### config.mk
export PLATFORM = sky130hd
export DESIGN_NAME = uart_tx
export DESIGN_NICKNAME = d
export VERILOG_FILES = /design/src/rtl/uart_pkg.sv /design/src/rtl/uart_tx_fifo.sv /design/src/rtl/uart_tx.sv
export SDC_FILE = /design/constraint.sdc
export NUM_CORES = 1
export LEC_CHECK = 0
export ABC_AREA = 1
export ABC_CLOCK_PERIOD_IN_PS = 2700
export BUFFER_PORTS_ARGS = -buffer_cell sky130_fd_sc_hd__buf_4
export CAP_MARGIN = 20
export CORE_UTILIZATION = 56
export DETAILED_ROUTE_END_ITERATION = 6
export GPL_ROUTABILITY_DRIVEN = 0
export GPL_TIMING_DRIVEN = 0
export PLACE_DENSITY = 0.75
export SYNTH_ARGS = -nofsm -noshare
export SYNTH_HDL_FRONTEND = slang
export SYNTH_SLANG_ARGS = --single-unit
### constraint.sdc
create_clock -name clk -period 2.7 [get_ports clk]
set_input_delay 0.54 -clock clk [delete_from_list [all_inputs] [get_ports clk]]
set_output_delay 0.54 -clock clk [all_outputs]
set_load 0.01 [all_outputs]
### src/rtl/uart_pkg.sv
// Shared UART definitions: serialiser states, frame geometry and default bit timing.
package uart_pkg;

  localparam int unsigned DATA_BITS            = 8;
  localparam int unsigned DEFAULT_CLKS_PER_BIT = 434;

  typedef enum logic [2:0] {
    StIdle,
    StStart,
    StData,
    StParity,
    StStop
  } tx_state_e;

endpackage

### src/rtl/uart_tx_fifo.sv
// Synchronous byte FIFO, depth 2**AW; pointers wrap and a separate count keeps full/empty exact.
module uart_tx_fifo #(
  parameter int unsigned AW = 4
) (
  input  logic        clk,
  input  logic        rst,
  input  logic        push,
  input  logic [7:0]  wdata,
  input  logic        pop,
  output logic [7:0]  rdata,
  output logic        full,
  output logic        empty,
  output logic [AW:0] count
);

  logic [7:0]    mem_q [2**AW];
  logic [AW-1:0] wr_ptr_q;
  logic [AW-1:0] rd_ptr_q;
  logic [AW:0]   count_q;
  logic          do_push;
  logic          do_pop;

  assign full    = (count_q == {1'b1, {AW{1'b0}}});
  assign empty   = (count_q == '0);
  assign count   = count_q;
  assign rdata   = mem_q[rd_ptr_q];
  // Full blocks a push even when a pop happens in the same cycle.
  assign do_push = push && !full;
  assign do_pop  = pop && !empty;

  always_ff @(posedge clk) begin
    if (do_push) begin
      mem_q[wr_ptr_q] <= wdata;
    end
  end

  always_ff @(posedge clk) begin
    if (rst) begin
      wr_ptr_q <= '0;
      rd_ptr_q <= '0;
      count_q  <= '0;
    end else begin
      if (do_push) begin
        wr_ptr_q <= wr_ptr_q + AW'(1);
      end
      if (do_pop) begin
        rd_ptr_q <= rd_ptr_q + AW'(1);
      end
      case ({do_push, do_pop})
        2'b10:   count_q <= count_q + (AW + 1)'(1);
        2'b01:   count_q <= count_q - (AW + 1)'(1);
        default: count_q <= count_q;
      endcase
    end
  end

endmodule

### src/rtl/uart_tx.sv
// FIFO-buffered UART transmitter, 8N1 by default; define UART_TX_PARITY_EN for an
// even-parity bit between data and stop (8E1).
module uart_tx
  import uart_pkg::*;
#(
  parameter int unsigned CLKS_PER_BIT = DEFAULT_CLKS_PER_BIT,
  parameter int unsigned FIFO_AW      = 4
) (
  input  logic             clk,
  input  logic             rst,
  input  logic [7:0]       tx_data,
  input  logic             tx_valid,
  output logic             tx_ready,
  output logic             txd,
  output logic             busy,
  output logic [FIFO_AW:0] fifo_count
);

  localparam logic [15:0] BitLast = 16'(CLKS_PER_BIT - 1);
  localparam logic [2:0]  IdxLast = 3'(DATA_BITS - 1);

  tx_state_e            state_q;
  logic [15:0]          baud_q;
  logic [2:0]           idx_q;
  logic [DATA_BITS-1:0] shift_q;
  logic                 txd_q;
`ifdef UART_TX_PARITY_EN
  logic                 parity_q;
`endif

  logic       fifo_full;
  logic       fifo_empty;
  logic       fifo_pop;
  logic [7:0] fifo_rdata;
  logic       bit_end;

  uart_tx_fifo #(
    .AW (FIFO_AW)
  ) u_fifo (
    .clk   (clk),
    .rst   (rst),
    .push  (tx_valid && tx_ready),
    .wdata (tx_data),
    .pop   (fifo_pop),
    .rdata (fifo_rdata),
    .full  (fifo_full),
    .empty (fifo_empty),
    .count (fifo_count)
  );

  assign bit_end  = (baud_q == '0);
  // Pop when idle, or at the end of a stop bit so the next frame follows with no gap.
  assign fifo_pop = !fifo_empty && ((state_q == StIdle) || ((state_q == StStop) && bit_end));
  assign tx_ready = !fifo_full;
  assign busy     = (state_q != StIdle) || !fifo_empty;
  assign txd      = txd_q;

  always_ff @(posedge clk) begin
    if (rst) begin
      state_q  <= StIdle;
      baud_q   <= '0;
      idx_q    <= '0;
      shift_q  <= '0;
      txd_q    <= 1'b1;
`ifdef UART_TX_PARITY_EN
      parity_q <= 1'b0;
`endif
    end else if (fifo_pop) begin
      shift_q  <= fifo_rdata;
      txd_q    <= 1'b0;
      baud_q   <= BitLast;
      state_q  <= StStart;
`ifdef UART_TX_PARITY_EN
      parity_q <= ^fifo_rdata;
`endif
    end else if (state_q != StIdle) begin
      if (!bit_end) begin
        baud_q <= baud_q - 16'd1;
      end else begin
        baud_q <= BitLast;
        unique case (state_q)
          StStart: begin
            txd_q   <= shift_q[0];
            idx_q   <= '0;
            state_q <= StData;
          end
          StData: begin
            if (idx_q == IdxLast) begin
`ifdef UART_TX_PARITY_EN
              txd_q   <= parity_q;
              state_q <= StParity;
`else
              txd_q   <= 1'b1;
              state_q <= StStop;
`endif
            end else begin
              shift_q <= shift_q >> 1;
              txd_q   <= shift_q[1];
              idx_q   <= idx_q + 3'd1;
            end
          end
`ifdef UART_TX_PARITY_EN
          StParity: begin
            txd_q   <= 1'b1;
            state_q <= StStop;
          end
`endif
          StStop: begin
            // Reached only with an empty FIFO; a non-empty one is popped above.
            baud_q  <= '0;
            state_q <= StIdle;
          end
          default: begin
            txd_q   <= 1'b1;
            state_q <= StIdle;
          end
        endcase
      end
    end
  end

endmodule

==> reports/results.tsv <==
metric	value	unit
status	complete, no violations	
Yosys reg bits	176	
die width	119	um
startpoint types	flop	
nets	767	
YS warnings	0	
diodes inserted	0	
Post-Route WL	18300	um
Clock Path Buffers	2	
worst-path cell chain	inv_1 -> nand4_2 -> nand2_2 -> inv_1 -> nand2_1 -> nor2_1	
DP Wirelength	11900	um
Pleak	3.10	nW
Mapped Nets	731	
total core area	13200	sq um
drt wl/cell	19.6	um
final hold vios	0	
Mapped Area	7630	sq um
DP Worst Slack	0.339	ns
Crit Path Class	flop to flop	
placement-stage cell area	7970	sq um
vias in the first global route	5433	
clock skew	0.00656	ns
PnR worst setup slack	0.280	ns
Least-Margin Pin Slew	1.10	ns
crit path max fanout	8	
clock latency on the worst-skew pair	0.43	ns
period utilisation layout	89.6	%
Resized cells post-CTS	0	
root buffer cell	clkbuf_16	
DR pass1 iterations	5	
delay of the slowest cell on the worst path	0.84	ns
GRT Residual Overflow	0	
max-cap check violation count	0	
ys flop type	edfxtp_1	
max-slew violations	0	
total die area	14100	sq um
cells after synthesis	708	
Worst path most repeated cell	inv_1	
CTS tree	built	
Cell Rows	42	
CP arrival	2.47	ns
Final Setup Violations	0	
HP Class	input pin to flop	
Starting DRT DRC Count	643	
largest net degree at the start of global routing	17	
Setup crit end kind	flop	
slew margin rel.	26.4	%
Area growth syn-to-layout	12.0	%
PwrDens	1050	nW/um^2
total clock sinks	176	
Tmin final	2.42	ns
fraction of layout cells with a size suffix above 1	13.1	%
Max Fclk	0.413	GHz
I/O Buffers	17	
async set or reset register ratio after synthesis	0	%
fillcell total	1022	
clock-pin slew on the worst setup and hold paths	0.06	ns
syn_area_per_cell	10.8	sq um
routed via count	5593	
Post-Route Utilization	64.5	%
Power Total	8.96	mW
first-pass GRT wire length	28400	um
register area share after synthesis	63.0	%
number of H-tree levels	4	
Post-CTS Hold Buffers	0	
Post-synth EDFFs	128	
worst-case vdd ir drop	482	uV
Crit path required time	2.75	ns
Routed Antenna Nets	0	
post-CTS setup buffers	0	
Synth cell types	49	
design area	8540	sq um
unrepaired setup endpoints after global routing	no	
setup_tns	0	ns
# DRC	0	
Die Y	119	um
CP max stage cell	nor2_1	
Num CTS Buffers	17	
gr usage total	27.3	%
initial antenna violation count	0	
# IOs	19	
Initial Util	57.6	%
Vias/cell	6.00	
[logic make-up after synthesis]
kind of cell / share of synthesized area, %
AND/OR/NAND/NOR: 15.8
flip-flops: 63.0
AO/OA/AOI/OAI: 13.0
buffers and inverters: 4.53
XOR/XNOR: 1.61
adder cells (fa/ha/maj): 1.97
[through the flow]
stage                     hold WS, ns  instances
after floorplan                 0.444        708
after global placement          0.452        901
after detailed placement        0.460        901
after CTS                       0.389        932
after global routing            0.423        932
final                           0.408        932
[path summary, 6_finish.rpt]
path | startpoint | end | slack, ns | cells past startpoint
worst max-delay path | u_fifo.count[2]$_SDFFE_PP0P_ | u_fifo.mem_q[3][2]$_DFFE_PP_ | 0.28 | 6
worst min-delay path | tx_data[5] | u_fifo.mem_q[5][5]$_DFFE_PP_ | 0.41 | 1
worst max register to register | u_fifo.count[2]$_SDFFE_PP0P_ | u_fifo.mem_q[3][2]$_DFFE_PP_ | 0.28 | 6
worst min register to register | shift_q[0]$_SDFFE_PP0P_ | shift_q[0]$_SDFFE_PP0P_ | 0.47 | 2
[registers in the layout (all words and copies together), names as in the netlist, named ones only]
register         cells
txd                  1
state_q              3
idx_q                3
u_fifo.mem_q       128
u_fifo.count         5
baud_q              16
u_fifo.wr_ptr_q      4
shift_q              8
u_fifo.rd_ptr_q      4
[cell type report]
cell class | count | area (sq um) | area share, %
timing repair buffer | 17 | 128 | 1.49
inverter | 51 | 203 | 2.37
buffer | 27 | 143 | 1.67
clock buffer | 19 | 433 | 5.07
tap | 176 | 220 | 2.58
sequential | 176 | 4800 | 56.3
clock inverter | 12 | 134 | 1.57
multi-input combinational | 454 | 2480 | 29.0
[Yosys cell counts, types with 3 or more instances]
master / number / area [sq um]
a31oi_1: 3 / 18.8
buf_2: 12 / 60.1
a21oi_1: 35 / 175
nand2_1: 74 / 278
nand3_1: 30 / 150
inv_1: 47 / 176
o22ai_1: 7 / 43.8
nand2_2: 6 / 37.5
nor2_2: 10 / 62.6
clkbuf_1: 8 / 30.0
buf_1: 3 / 11.3
xor2_1: 12 / 105
o21bai_1: 3 / 22.5
o21ai_0: 73 / 365
nand4_1: 3 / 18.8
nor3_1: 5 / 25.0
edfxtp_1: 128 / 3840
nand2_4: 3 / 33.8
dfxtp_1: 48 / 961
o221ai_1: 14 / 123
nor2_1: 117 / 439
ha_1: 12 / 150
o211ai_1: 19 / 143
[layer usage]
metal,up-vias,routed length (um),GRT usage [%]
li1,2570,-,-
met1,2705,7290,34.8
met2,264,8960,44.9
met3,54,1500,5.60
met4,0,515,12.3
met5,-,0,0
[cells in the final DEF, fill, tap and decap left out, types with 3 or more instances in the layout]
| cell | n |
|---|---|
| a31oi_1 | 3 |
| clkinv_2 | 4 |
| nor3_1 | 5 |
| nand3_1 | 30 |
| ha_1 | 12 |
| buf_1 | 3 |
| nand4_1 | 3 |
| a21oi_1 | 35 |
| nor2_2 | 10 |
| inv_6 | 4 |
| inv_1 | 47 |
| o211ai_1 | 19 |
| o221ai_1 | 14 |
| o21bai_1 | 3 |
| nand2_1 | 74 |
| nand2_2 | 6 |
| nor2_1 | 117 |
| o21ai_0 | 73 |
| clkbuf_16 | 17 |
| dfxtp_1 | 48 |
| o22ai_1 | 7 |
| nand2_4 | 3 |
| edfxtp_1 | 128 |
| xor2_1 | 12 |
| buf_2 | 12 |
| buf_4 | 19 |
| clkinv_4 | 3 |
| clkbuf_1 | 10 |
[power breakdown]
part	switching, mW	internal, mW
clock network	1.01	1.36
registers	0.199	3.14
logic	2.16	1.09
total	3.37	5.59
[critical path: cells and delay by family (launching register included)]
kind	cells	cell delay [ns]
simple gates	4	1.29
flops	1	0.43
buf+inv	2	0.31
(Power assumes the default switching activity.)
